File: src/rtl/st_byte_to_word_packer_if.sv
// Avalon-ST signal bundle for the byte-to-word packer: 8-bit sink side, 32-bit source side.
// Error pass-through signals exist only when PACKER_ERROR_PASS_EN is defined.
interface st_byte_to_word_packer_if #(
    parameter int SYMBOL_WIDTH = 8
);
    logic                      in_valid;
    logic                      in_ready;
    logic [SYMBOL_WIDTH-1:0]   in_data;
    logic                      in_startofpacket;
    logic                      in_endofpacket;
    logic                      out_valid;
    logic                      out_ready;
    logic [4*SYMBOL_WIDTH-1:0] out_data;
    logic                      out_startofpacket;
    logic                      out_endofpacket;
    logic [1:0]                out_empty;
`ifdef PACKER_ERROR_PASS_EN
    logic                      in_error;
    logic                      out_error;
`endif

    // slave: the packer's view; master: the surrounding datapath's view
    modport slave (
        input  in_valid, in_data, in_startofpacket, in_endofpacket, out_ready,
`ifdef PACKER_ERROR_PASS_EN
        input  in_error,
        output out_error,
`endif
        output in_ready, out_valid, out_data, out_startofpacket, out_endofpacket, out_empty
    );

    modport master (
        output in_valid, in_data, in_startofpacket, in_endofpacket, out_ready,
`ifdef PACKER_ERROR_PASS_EN
        output in_error,
        input  out_error,
`endif
        input  in_ready, out_valid, out_data, out_startofpacket, out_endofpacket, out_empty
    );
endinterface

File: src/rtl/st_byte_to_word_packer.sv
// Avalon-ST 8-to-32 bit big-endian packer preserving sop/eop and generating empty on the last beat.
// Optional error pass-through (OR of all symbol errors per beat) enabled by PACKER_ERROR_PASS_EN.
module st_byte_to_word_packer #(
    parameter int SYMBOL_WIDTH = 8
) (
    input  logic                      clk,
    input  logic                      reset,
    st_byte_to_word_packer_if.slave   st
);
    localparam int SW    = SYMBOL_WIDTH;
    localparam int OUT_W = 4 * SYMBOL_WIDTH;

    if (SYMBOL_WIDTH != 8) begin : g_width_check
        $error("st_byte_to_word_packer: SYMBOL_WIDTH must be 8");
    end

    logic [1:0]       idx;
    logic [1:0]       eff_idx;
    logic [SW-1:0]    acc0, acc1, acc2;
    logic             sop_reg;
    logic             accept;
    logic             complete;
    logic [OUT_W-1:0] word;
    logic [1:0]       empty_nxt;

    assign st.in_ready = ~reset & (st.out_ready | ~st.out_valid);
    assign accept      = st.in_valid & st.in_ready;
    // A sop always opens a fresh word; any partial bytes before it are abandoned.
    assign eff_idx     = st.in_startofpacket ? 2'd0 : idx;
    assign complete    = accept & ((eff_idx == 2'd3) | st.in_endofpacket);
    assign empty_nxt   = st.in_endofpacket ? (2'd3 - eff_idx) : 2'd0;

    always_comb begin
        word = '0;
        case (eff_idx)
            2'd0:    word = {st.in_data, {(3*SW){1'b0}}};
            2'd1:    word = {acc0, st.in_data, {(2*SW){1'b0}}};
            2'd2:    word = {acc0, acc1, st.in_data, {SW{1'b0}}};
            default: word = {acc0, acc1, acc2, st.in_data};
        endcase
    end

`ifdef PACKER_ERROR_PASS_EN
    logic err_acc;
    logic err_word;

    assign err_word = ((eff_idx == 2'd0) ? 1'b0 : err_acc) | st.in_error;

    always_ff @(posedge clk) begin
        if (reset) begin
            err_acc      <= 1'b0;
            st.out_error <= 1'b0;
        end else if (accept) begin
            err_acc <= complete ? 1'b0 : err_word;
            if (complete) begin
                st.out_error <= err_word;
            end
        end
    end
`endif

    always_ff @(posedge clk) begin
        if (reset) begin
            idx                  <= 2'd0;
            acc0                 <= '0;
            acc1                 <= '0;
            acc2                 <= '0;
            sop_reg              <= 1'b0;
            st.out_valid         <= 1'b0;
            st.out_data          <= '0;
            st.out_startofpacket <= 1'b0;
            st.out_endofpacket   <= 1'b0;
            st.out_empty         <= 2'd0;
        end else begin
            if (accept) begin
                if (complete) begin
                    idx <= 2'd0;
                end else begin
                    case (eff_idx)
                        2'd0: begin
                            acc0    <= st.in_data;
                            sop_reg <= st.in_startofpacket;
                        end
                        2'd1:    acc1 <= st.in_data;
                        2'd2:    acc2 <= st.in_data;
                        default: ;
                    endcase
                    idx <= eff_idx + 2'd1;
                end
            end

            // Completion only happens when in_ready, so the output register is free to reload.
            if (complete) begin
                st.out_valid         <= 1'b1;
                st.out_data          <= word;
                st.out_startofpacket <= (eff_idx == 2'd0) ? st.in_startofpacket : sop_reg;
                st.out_endofpacket   <= st.in_endofpacket;
                st.out_empty         <= empty_nxt;
            end else if (st.out_ready | ~st.out_valid) begin
                st.out_valid <= 1'b0;
            end
        end
    end
endmodule

File: src/flat_wrapper.sv
// flat-port wrapper written by rule: the top's interface ports become plain ports
module st_byte_to_word_packer_flat 
#(
    parameter int SYMBOL_WIDTH = 8
)
  (clk, reset, st_in_valid, st_in_data, st_in_startofpacket, st_in_endofpacket, st_out_ready, st_in_ready, st_out_valid, st_out_data, st_out_startofpacket, st_out_endofpacket, st_out_empty);
  st_byte_to_word_packer_if #(.SYMBOL_WIDTH(SYMBOL_WIDTH)) st_i ();
  input  logic clk;
  input  logic reset;
  input wire logic [$bits(st_i.in_valid)-1:0] st_in_valid;
  input wire logic [$bits(st_i.in_data)-1:0] st_in_data;
  input wire logic [$bits(st_i.in_startofpacket)-1:0] st_in_startofpacket;
  input wire logic [$bits(st_i.in_endofpacket)-1:0] st_in_endofpacket;
  input wire logic [$bits(st_i.out_ready)-1:0] st_out_ready;
  output wire logic [$bits(st_i.in_ready)-1:0] st_in_ready;
  output wire logic [$bits(st_i.out_valid)-1:0] st_out_valid;
  output wire logic [$bits(st_i.out_data)-1:0] st_out_data;
  output wire logic [$bits(st_i.out_startofpacket)-1:0] st_out_startofpacket;
  output wire logic [$bits(st_i.out_endofpacket)-1:0] st_out_endofpacket;
  output wire logic [$bits(st_i.out_empty)-1:0] st_out_empty;
  assign st_i.in_valid = st_in_valid;
  assign st_i.in_data = st_in_data;
  assign st_i.in_startofpacket = st_in_startofpacket;
  assign st_i.in_endofpacket = st_in_endofpacket;
  assign st_i.out_ready = st_out_ready;
  assign st_in_ready = st_i.in_ready;
  assign st_out_valid = st_i.out_valid;
  assign st_out_data = st_i.out_data;
  assign st_out_startofpacket = st_i.out_startofpacket;
  assign st_out_endofpacket = st_i.out_endofpacket;
  assign st_out_empty = st_i.out_empty;
  st_byte_to_word_packer #(.SYMBOL_WIDTH(SYMBOL_WIDTH)) u_core (.clk(clk), .reset(reset), .st(st_i));
endmodule
File: config.mk
export PLATFORM = sky130hd
export DESIGN_NAME = st_byte_to_word_packer_flat
export DESIGN_NICKNAME = d
export VERILOG_FILES = /design/src/rtl/st_byte_to_word_packer_if.sv /design/src/rtl/st_byte_to_word_packer.sv /design/src/flat_wrapper.sv
export SDC_FILE = /design/constraint.sdc
export NUM_CORES = 1
export LEC_CHECK = 0
export CAP_MARGIN = 25
export CORE_UTILIZATION = 44
export CTS_BUF_LIST = sky130_fd_sc_hd__clkbuf_8
export CTS_CLUSTER_DIAMETER = 60
export CTS_CLUSTER_SIZE = 28
export DETAILED_ROUTE_END_ITERATION = 10
export PLACE_DENSITY = 0.68
export SETUP_SLACK_MARGIN = 0.4
export SLEW_MARGIN = 20
export SYNTH_ARGS = -nofsm -noshare
export SYNTH_HDL_FRONTEND = slang
export SYNTH_SLANG_ARGS = --single-unit
File: constraint.sdc
create_clock -name clk -period 2.7 [get_ports clk]
set_input_delay 0.81 -clock clk [delete_from_list [all_inputs] [get_ports clk]]
set_output_delay 0.81 -clock clk [all_outputs]
set_load 0.01 [all_outputs]
==> results of run 1 <==
==> layer usage <==
metal	track usage	vias up	part of all wire
li1	-	1204	-
met1	0.277	1159	0.48
met2	0.326	51	0.46
met3	0.0344	10	0.043
met4	0.0846	0	0.015
met5	0	-	0
==> cells in the final DEF (no fill, tap or decap), types with 2 or more instances in the layout <==
cell,synthesis,final
nor3_1,9,9
nand4b_1,2,2
nor2_1,3,3
nand3b_1,8,8
mux2i_1,41,41
a21oi_1,19,19
clkbuf_8,0,9
buf_4,2,15
mux2_2,16,16
clkinvlp_4,0,2
nand2_1,55,55
nand2b_1,3,3
nor3b_1,2,2
nor2b_1,14,14
dlygate4sd2_1,0,2
inv_1,11,11
dfxtp_1,64,64
o21ai_0,2,2
clkdlybuf4s50_1,0,48
a31oi_1,3,3
a2111oi_2,8,8
a32o_1,8,8
bufinv_16,0,2
clkinv_2,0,2
buf_12,0,3
==> power by group through the flow <==
stage | clock (uW) | combinational [uW] | sequential (uW)
after floorplan | 0 | 115 | 998
after global placement | 0 | 205 | 997
after detailed placement | 0 | 208 | 997
after CTS | 900 | 208 | 975
after global routing | 948 | 225 | 977
final | 887 | 208 | 976
==> critical path, cell delays in order <==
cell	delay, ns
clkdlybuf4s50_1	0.58
nor2b_1	0.45
nand4_2	0.41
mux2i_1	0.22
==> what timing repair did <==
item	CTS	global route
setup endpoints to repair	17	6
gates resized for setup	7	1
buffers inserted	1	0
==> logic make-up (layout without fill, tap and decap cells) <==
logic type,after synthesis,after routing,share of synthesized area
AO/OA/AOI/OAI,49,49,0.141
buffers and inverters,37,97,0.0547
AND/OR/NAND/NOR,102,102,0.174
flip-flops,64,64,0.431
multiplexers,57,57,0.199
==> path summary, 6_finish.rpt <==
kind / endpoint
min: u_core.st.out_data[10]$_SDFFE_PP0P_
max reg2reg: u_core.st.out_data[29]$_SDFFE_PP0P_
max: u_core.acc2[6]$_SDFFE_PP0P_
min reg2reg: u_core.st.out_data[10]$_SDFFE_PP0P_
==> layout make-up <==
| cell class | count | area [um^2] |
|---|---|---|
| clock inverter | 6 | 85.1 |
| tap | 77 | 96.3 |
| multi-input combinational | 208 | 1540 |
| fill | 569 | 2570 |
| clock buffer | 9 | 124 |
| sequential | 64 | 1280 |
| inverter | 12 | 45.0 |
| timing repair buffer | 70 | 687 |
==> through the flow <==
step / std cells / util / setup slack (ns) / area [um^2]
global route: 446 / 0.600 / 0.349 / 3850
floorplan: 309 / - / 0.407 / 2970
global placement: 429 / 0.565 / -0.0639 / 3630
detailed placement: 429 / 0.565 / -0.0762 / 3630
finish: 446 / 0.600 / 0.445 / 3850
CTS: 445 / 0.598 / 0.419 / 3840
==> key figures, run 1 <==
Pwr
  – Leakage power: roughly 0.0016 uW
  – Total power draw: ~2100 uW
  – Reg power frac: 0.471
  – Share of power burned in the clock network: 0.428
  – Peak supply drop: 0.000278 V
  – Switching share of total power: 0.241
  – Int Pwr: around 1600 uW
  – Switching power: roughly 500 uW
  – Combinational share of power: 0.101
  – Pwr/cell area: around 540 nW/um^2

Outcome
  – Failing checks: design-rule violations
  – Status: finished with violations

Clocking
  – CTS buffer count: 9
  – Root Buffer Master: clkbuf_8
  – CTS Sinks: between 60 and 70
  – CTS tree: built
  – Worst-skew pair later-pin latency: about 0.34 ns
  – H-tree levels: 3
  – Max Root-Sink Buffers: 2
  – Hold_buf cts: 0
  – Clock transition at path regs: approximately 0.070 ns

Setup path
  – Reg2Reg Setup Slack: 0.86 ns
  – Crit-path max FO: 8
  – Critical Path AT: between 2 and 2.5 ns
  – Required time worst endpoint: 2.92 ns
  – Worst Reg-to-Reg Cells: 4
  – Reg-to-Reg Start: u_core.idx[0]$_SDFFE_PP0P_
  – Crit start category: primary input
  – Critical path class: primary input to register
  – Worst setup startpoint: st_in_endofpacket
  – Crit. End Element: register

Final layout
  – Antenna diodes: 0
  – Area delta synth->final: 29.7%
  – Fraction of layout cells with a size suffix above 1: 0.179
  – Largest Register: u_core.st.out_data
  – Number of flip-flops in the largest register: 32
  – Final net count: 379

Logic synthesis
  – Count leader, synth: dfxtp_1
  – Cells after synthesis: between 300 and 400
  – Top cells by area, synth: dfxtp_1 (43%), mux2i_1 (14%), nand2_1 (6.9%), mux2_2 (6.1%), a2111oi_2 (4.0%)
  – Area share of the largest cell type after synthesis: 0.431
  – Synth cell count leaders: dfxtp_1 (64), nand2_1 (55), mux2i_1 (41)
  – Async SR Flop Fraction: 0
  – Syn avg cell area: 9.62 um^2
  – Post-synth cell types: 37
  – Yosys top cell by area: dfxtp_1
  – Seq/Total Area, Yosys: 0.431
  – Mapped Nets: ~320
  – Synth Cell Area: around 3000 um^2
  – Synthesized flop and latch total: 64
  – Warning count from the yosys run: 0
  – Primary FF master, synth: dfxtp_1
  – Post-synth EDFFs: 0

STA
  – Min Tclk post-route: ~2.3 ns
  – Endpoints failing hold: 0
  – Fin Clk Skew: ~0.0079 ns
  – Worst Tran Pin Value: 0.578 ns
  – RSZ-0062 raised after global routing: yes
  – Final slew viol count: 0
  – Period Utilization, post-route: 0.835
  – Worst hold margin: approximately 0.46 ns
  – # setup viols final: 0
  – TNS Setup: 0 ns
  – Worst slew margin: 0.614
  – Fmax: roughly 440 MHz

Worst hold path
  – Hold depth: 2
  – Hold Path Class: register to register
  – Worst hold start: u_core.st.out_data[10]$_SDFFE_PP0P_

Drt
  – Via density: approximately 5.4
  – Drt first-iter violations: roughly 140
  – Antenna-violating nets left: 0
  – WL/cell: 15.5 um
  – Vias: around 2400
  – DRC errors left: 8
  – First-pass DRT Iterations: 7
  – Drt total wl: roughly 6900 um

Global route
  – Largest net degree at the start of global routing: 38
  – Global route overflow: 0
  – Gr usage total: 0.205
  – First-pass GRT wire length: between 10000 and 15000 um
  – Vias in the first global route: approximately 2300
  – Initial antenna violation count: 0

Floorplan
  – Die Height: approximately 84 um
  – Die footprint: approximately 7100 um^2
  – Core ar.: 6420 um^2
  – Die Width: around 84 um
  – I/O Pins: between 50 and 60
  – Initial Utilization: 0.463
  – Core Rows: 29

Placed design
  – DP Wirelength: 4700 um
  – GP Congestion: between 0.8 and 0.9
  – Port bufs: 51

Flow run
  – Max cap viols: 0
(Power assumes the default switching activity.)
==> run 2, diff against run 1 <==
Settings changed: PLACE_DENSITY 0.68 to 0.71.
Clock period 2.7 ns to 2 ns, I/O delays scaled along.
==> run 2 against run 1 <==
  * The run still ends with design-rule violations left
  * Worst setup slack worse by 0.040 ns
  * Design area is 9.2% higher
  * Register-to-register slack worse by 0.41 ns
  * Core utilization is 5.5 points higher
  * Die area stayed put
  * Worst hold slack worse by 0.0012 ns
  * Critical endpoint is now st_in_ready
  * Highest routed layer unchanged
==> key figures, run 2 (synthesis results as in run 1) <==
Pwr
  – Pwr/cell area: about 650 nW/um^2
  – Peak supply drop: ~0.00053 V
  – Leakage power: around 0.0020 uW
  – Total power draw: between 2000 and 3000 uW

Clocking
  – H-tree levels: 3
  – Hold_buf cts: 0
  – Root Buffer Master: clkbuf_8
  – CTS tree: built
  – Clock transition at path regs: approximately 0.070 ns
  – Worst-skew pair later-pin latency: 0.35 ns
  – Max Root-Sink Buffers: 2
  – CTS Sinks: 64
  – CTS buffer count: 9

Final layout
  – Fraction of layout cells with a size suffix above 1: 0.272
  – Most frequent cells in the layout: dfxtp_1 (60), nand2_1 (55), mux2i_1 (41)
  – Commonest non-fill, non-tap cell in the layout: dfxtp_1
  – Fin util: 0.655
  – Largest Register: u_core.st.out_data
  – Final net count: slightly above 400
  – Antenna diodes: 0
  – Number of flip-flops in the largest register: 32
  – Area delta synth->final: 41.6%

Drt
  – Uppermost layer routed: met4
  – First-pass DRT Iterations: 7
  – WL/cell: 16.0 um
  – Via density: roughly 5.4
  – Vias: roughly 2600
  – Met1 WL: 3590 um
  – Met2 routed WL: about 3700 um
  – Drt first-iter violations: 102
  – Met3 routed WL: around 280 um
  – DRC errors left: 10
  – Antenna-violating nets left: 0
  – Drt total wl: around 7700 um

Setup path
  – Critical Path AT: ~1 ns
  – Crit-path max FO: 3
  – Critical path class: register to primary output
  – Crit start category: register
  – Worst Reg-to-Reg Cells: 5
  – Required time worst endpoint: around 1.4 ns
  – Crit. End Element: primary output

Floorplan
  – Initial Utilization: 0.463
  – Die Width: around 84 um
  – Die Height: around 84 um
  – Core ar.: 6420 um^2
  – Die footprint: 7090 um^2
  – I/O Pins: 52
  – Core Rows: 29

STA
  – # setup viols final: 0
  – Min Tclk post-route: 1.59 ns
  – RSZ-0062 raised after global routing: yes
  – Worst slew margin: 0.763
  – Fmax: 627 MHz
  – Worst Tran Pin Value: between 0.3 and 0.4 ns
  – Fin Clk Skew: about 0.01 ns
  – Period Utilization, post-route: 0.797
  – Endpoints failing hold: 0
  – Final slew viol count: 0

Placed design
  – DP Wirelength: roughly 5000 um
  – Port bufs: roughly 50
  – GP Congestion: roughly 0.8

Global route
  – Vias in the first global route: around 2600
  – Global route overflow: 0
  – Largest net degree at the start of global routing: 27
  – Initial antenna violation count: 0
  – Gr usage total: 0.228
  – First-pass GRT wire length: 12600 um

Flow run
  – Max cap viols: 0

Worst hold path
  – Hold depth: 2
  – Hold Path Class: register to register

Outcome
  – Failing checks: design-rule violations
  – Status: finished with violations
==> run 2: cell type report <==
cell class	count	area, um^2
clock buffers	9	124
clock inverters	7	63.8
fillers	526	2210
inverters	12	45.0
multi-input cells	209	1600
flip-flops and latches	64	1290
well taps	77	96.3
repair buffers	100	993
==> run 2: repair_timing <==
item                                    4_1_cts  5_1_grt
setup buffers                                 7        1
endpoints found under the setup margin      102       65
gates cloned                                  3        0
resized for setup                            57       27
pin swaps                                     2        1
==> run 2: per-stage QoR <==
stage	hold WS, ns	setup slack, ns	setup TNS, ns	instance area [um^2]	std cells
3_5_place_dp	0.452	-0.389	-17.58	3890	451
4_1_cts	0.461	0.214	0	4170	477
3_3_place_gp	0.443	-0.390	-15.47	3890	451
2_1_floorplan	0.435	0.337	0	3020	309
6_report	0.458	0.405	0	4210	478
5_1_grt	0.481	0.358	0	4210	478
==> run 2: worst paths after layout <==
| path | startpoint | endpoint | slack (ns) |
|---|---|---|---|
| worst max-delay path | u_core.st.out_valid$_SDFFE_PP0P_ | st_in_ready | 0.41 |
| worst min-delay path | u_core.acc0[3]$_SDFFE_PP0P_ | u_core.acc0[3]$_SDFFE_PP0P_ | 0.46 |
| worst max register to register | u_core.idx[0]$_SDFFE_PP0P_ | u_core.st.out_data[9]$_SDFFE_PP0P_ | 0.45 |
| worst min register to register | u_core.acc0[3]$_SDFFE_PP0P_ | u_core.acc0[3]$_SDFFE_PP0P_ | 0.46 |
==> run 2: critical path, stage by stage, from the launching register on <==
cell     delay, ns
dfxtp_2       0.34
nor2b_4       0.17
nor2_4        0.04
buf_6         0.11
==> run 2: power breakdown <==
part	internal (uW)	leakage [uW]	switching (uW)
clock	564	0.0000962	519
combinational	175	0.00139	172
sequential	1300	0.000520	16.8
==> run 2: per-layer routing <==
metal  global-route usage  vias up
li1                     -     1263
met1                0.284     1261
met2                0.393       53
met3               0.0433        8
met4               0.0862        0
met5                    0        -
==> run 3, diff against run 2 <==
Settings changed: PLACE_DENSITY 0.71 to 0.68.
Clock period 2 ns to 1.6 ns, I/O delays scaled along.
==> run 3 against run 2 <==
  * The run now ends clean
  * Clock-buffer cell count up 2
  * Combinational power up 64%
  * Highest routed layer unchanged
  * Non-clock buffer count up 27
  * Routed wire length up 19%
  * Via count up 8.3%
  * Total power up 26%
  * Sequential share of layout area down 3.2 points
  * Sequential cell count unchanged
  * Worst setup slack worse by 0.27 ns
  * First-iteration DRC count up 40%
  * Die area unchanged
  * Clock skew down 0.0037 ns
==> key figures, run 3 (synthesis results as in run 1) <==
Final layout
  – Antenna diodes: 0
  – Commonest non-fill, non-tap cell in the layout: nand2_1
  – Final net count: ~440
  – Most frequent cells in the layout: nand2_1 (55), buf_6 (50), buf_4 (48)
  – Area delta synth->final: 64.3%
  – Fraction of layout cells with a size suffix above 1: 0.541
  – Fillers: 420
  – Largest Register: u_core.st.out_data
  – Number of flip-flops in the largest register: 32

Placed design
  – Pre-CTS setup slack: -0.514 ns
  – Port bufs: between 50 and 60
  – GP Congestion: ~0.8
  – DP Wirelength: 5320 um

Pwr
  – Switching power: 931 uW
  – Share of power burned in the clock network: 0.362
  – Combinational share of power: 0.164
  – Int Pwr: roughly 2500 uW
  – Reg power frac: 0.474
  – Peak supply drop: 0.000408 V
  – Pwr/cell area: about 700 nW/um^2
  – Leakage power: between 0.002 and 0.0025 uW
  – Switching share of total power: 0.268

Drt
  – Via density: about 5.6
  – Drt total wl: between 9000 and 10000 um
  – Met1 WL: roughly 4100 um
  – DRC errors left: 0
  – WL/cell: ~18 um
  – Drt first-iter violations: between 100 and 150
  – Met3 routed WL: a little under 400 um
  – Antenna-violating nets left: 0
  – First-pass DRT Iterations: 5
  – Uppermost layer routed: met4
  – Vias: 2799
  – Met2 routed WL: 4530 um

Floorplan
  – Core ar.: 6420 um^2
  – Die footprint: between 7000 and 8000 um^2
  – Core Rows: 29
  – Die Height: around 84 um
  – Initial Utilization: 0.463
  – Die Width: between 80 and 90 um
  – I/O Pins: 52

Outcome
  – Status: finished, final reports clean

Setup path
  – Critical-path top delay cell: dfxtp_2
  – Crit-path max FO: 2
  – Crit start category: register
  – CP top delay family: flip-flops
  – Crit. End Element: primary output
  – Crit path buffers/inverters: 1
  – Critical path class: register to primary output
  – Critical Path AT: 0.99 ns
  – Cell chain of the critical path: nor2b_4 -> nor2_1 -> buf_2
  – Required time worst endpoint: 1.12 ns
  – Slowest stage delay, CP: 0.32 ns

STA
  – RSZ-0062 raised after global routing: yes
  – Final worst setup slack: ~0.13 ns
  – Worst slew margin: 0.739
  – Fmax: slightly below 700 MHz
  – Min Tclk post-route: about 1.5 ns
  – Endpoints failing hold: 0
  – Final slew viol count: 0
  – Fin Clk Skew: around 0.0062 ns
  – Worst hold margin: 0.461 ns
  – Worst Tran Pin Value: 0.380 ns
  – # setup viols final: 0
  – Period Utilization, post-route: 0.917

Flow run
  – Max cap viols: 0

Clocking
  – Clock transition at path regs: approximately 0.070 ns
  – Root Buffer Master: clkbuf_8
  – Max Root-Sink Buffers: 2
  – CTS tree: built
  – CTS Sinks: 64
  – H-tree levels: 3
  – Worst-skew pair later-pin latency: ~0.34 ns
  – CTS buffer count: 9

Global route
  – First-pass GRT wire length: roughly 14000 um
  – Initial antenna violation count: 0
  – Global route overflow: 0
  – Vias in the first global route: ~2700
  – Largest net degree at the start of global routing: 24
  – Gr usage total: 0.252

Worst hold path
  – Hold Path Class: register to register
## run 3: path summary, 6_finish.rpt
path | startpoint | end | slack, ns | cells past startpoint
setup / recovery | u_core.st.out_valid$_SDFFE_PP0P_ | st_in_ready | 0.13 | 3
hold / removal | u_core.acc2[7]$_SDFFE_PP0P_ | u_core.acc2[7]$_SDFFE_PP0P_ | 0.46 | 2
setup reg to reg | u_core.idx[0]$_SDFFE_PP0P_ | u_core.st.out_data[21]$_SDFFE_PP0P_ | 0.14 | 4
hold reg to reg | u_core.acc2[7]$_SDFFE_PP0P_ | u_core.acc2[7]$_SDFFE_PP0P_ | 0.46 | 2
## run 3: power groups by stage
stage | Clock (uW) | Combinational (uW) | Sequential [uW]
after floorplan | 0 | 215 | 1690
after global placement | 0 | 416 | 1680
after detailed placement | 0 | 420 | 1680
after CTS | 1260 | 519 | 1650
after global routing | 1340 | 600 | 1650
final | 1260 | 570 | 1650
## run 3: routing by layer
metal / vias to the layer above / global-route usage
met5: - / 0
met4: 0 / 0.0831
met3: 18 / 0.0511
met2: 78 / 0.419
met1: 1379 / 0.330
li1: 1324 / -
## run 3: final cells by class
cell class / instances / area (um^2) / share of cell area
tap: 77 / 96.3 / 0.0197
inverter: 12 / 45.0 / 0.00923
clock inverter: 4 / 21.3 / 0.00436
sequential: 64 / 1340 / 0.274
timing repair buffer: 127 / 1350 / 0.276
clock buffer: 11 / 151 / 0.0310
multi-input combinational: 209 / 1880 / 0.385
## run 3: repair_timing
action,in CTS,in global routing
cloned,3,1
pin swaps,16,10
resized for setup,303,24
buffers inserted,21,5
endpoints found under the setup margin,102,101
hold buffers,0,0
## run 3: worst min-delay path, cell delays in order (launching register included)
cell and delay [ns]:
dfxtp_1 0.31, nand2_1 0.05, mux2i_1 0.06
## run 3: stage by stage
stage | total power [uW] | instances | util | TNS [ns] | cell area, um^2
finish | 3470 | 504 | 0.760 | 0 | 4880
global route | 3590 | 504 | 0.760 | 0 | 4880
CTS | 3430 | 498 | 0.733 | 0 | 4700
detailed placement | 2100 | 459 | 0.615 | -25.01 | 3950
global placement | 2090 | 459 | 0.615 | -23.82 | 3950
floorplan | 1900 | 309 | - | 0 | 3080
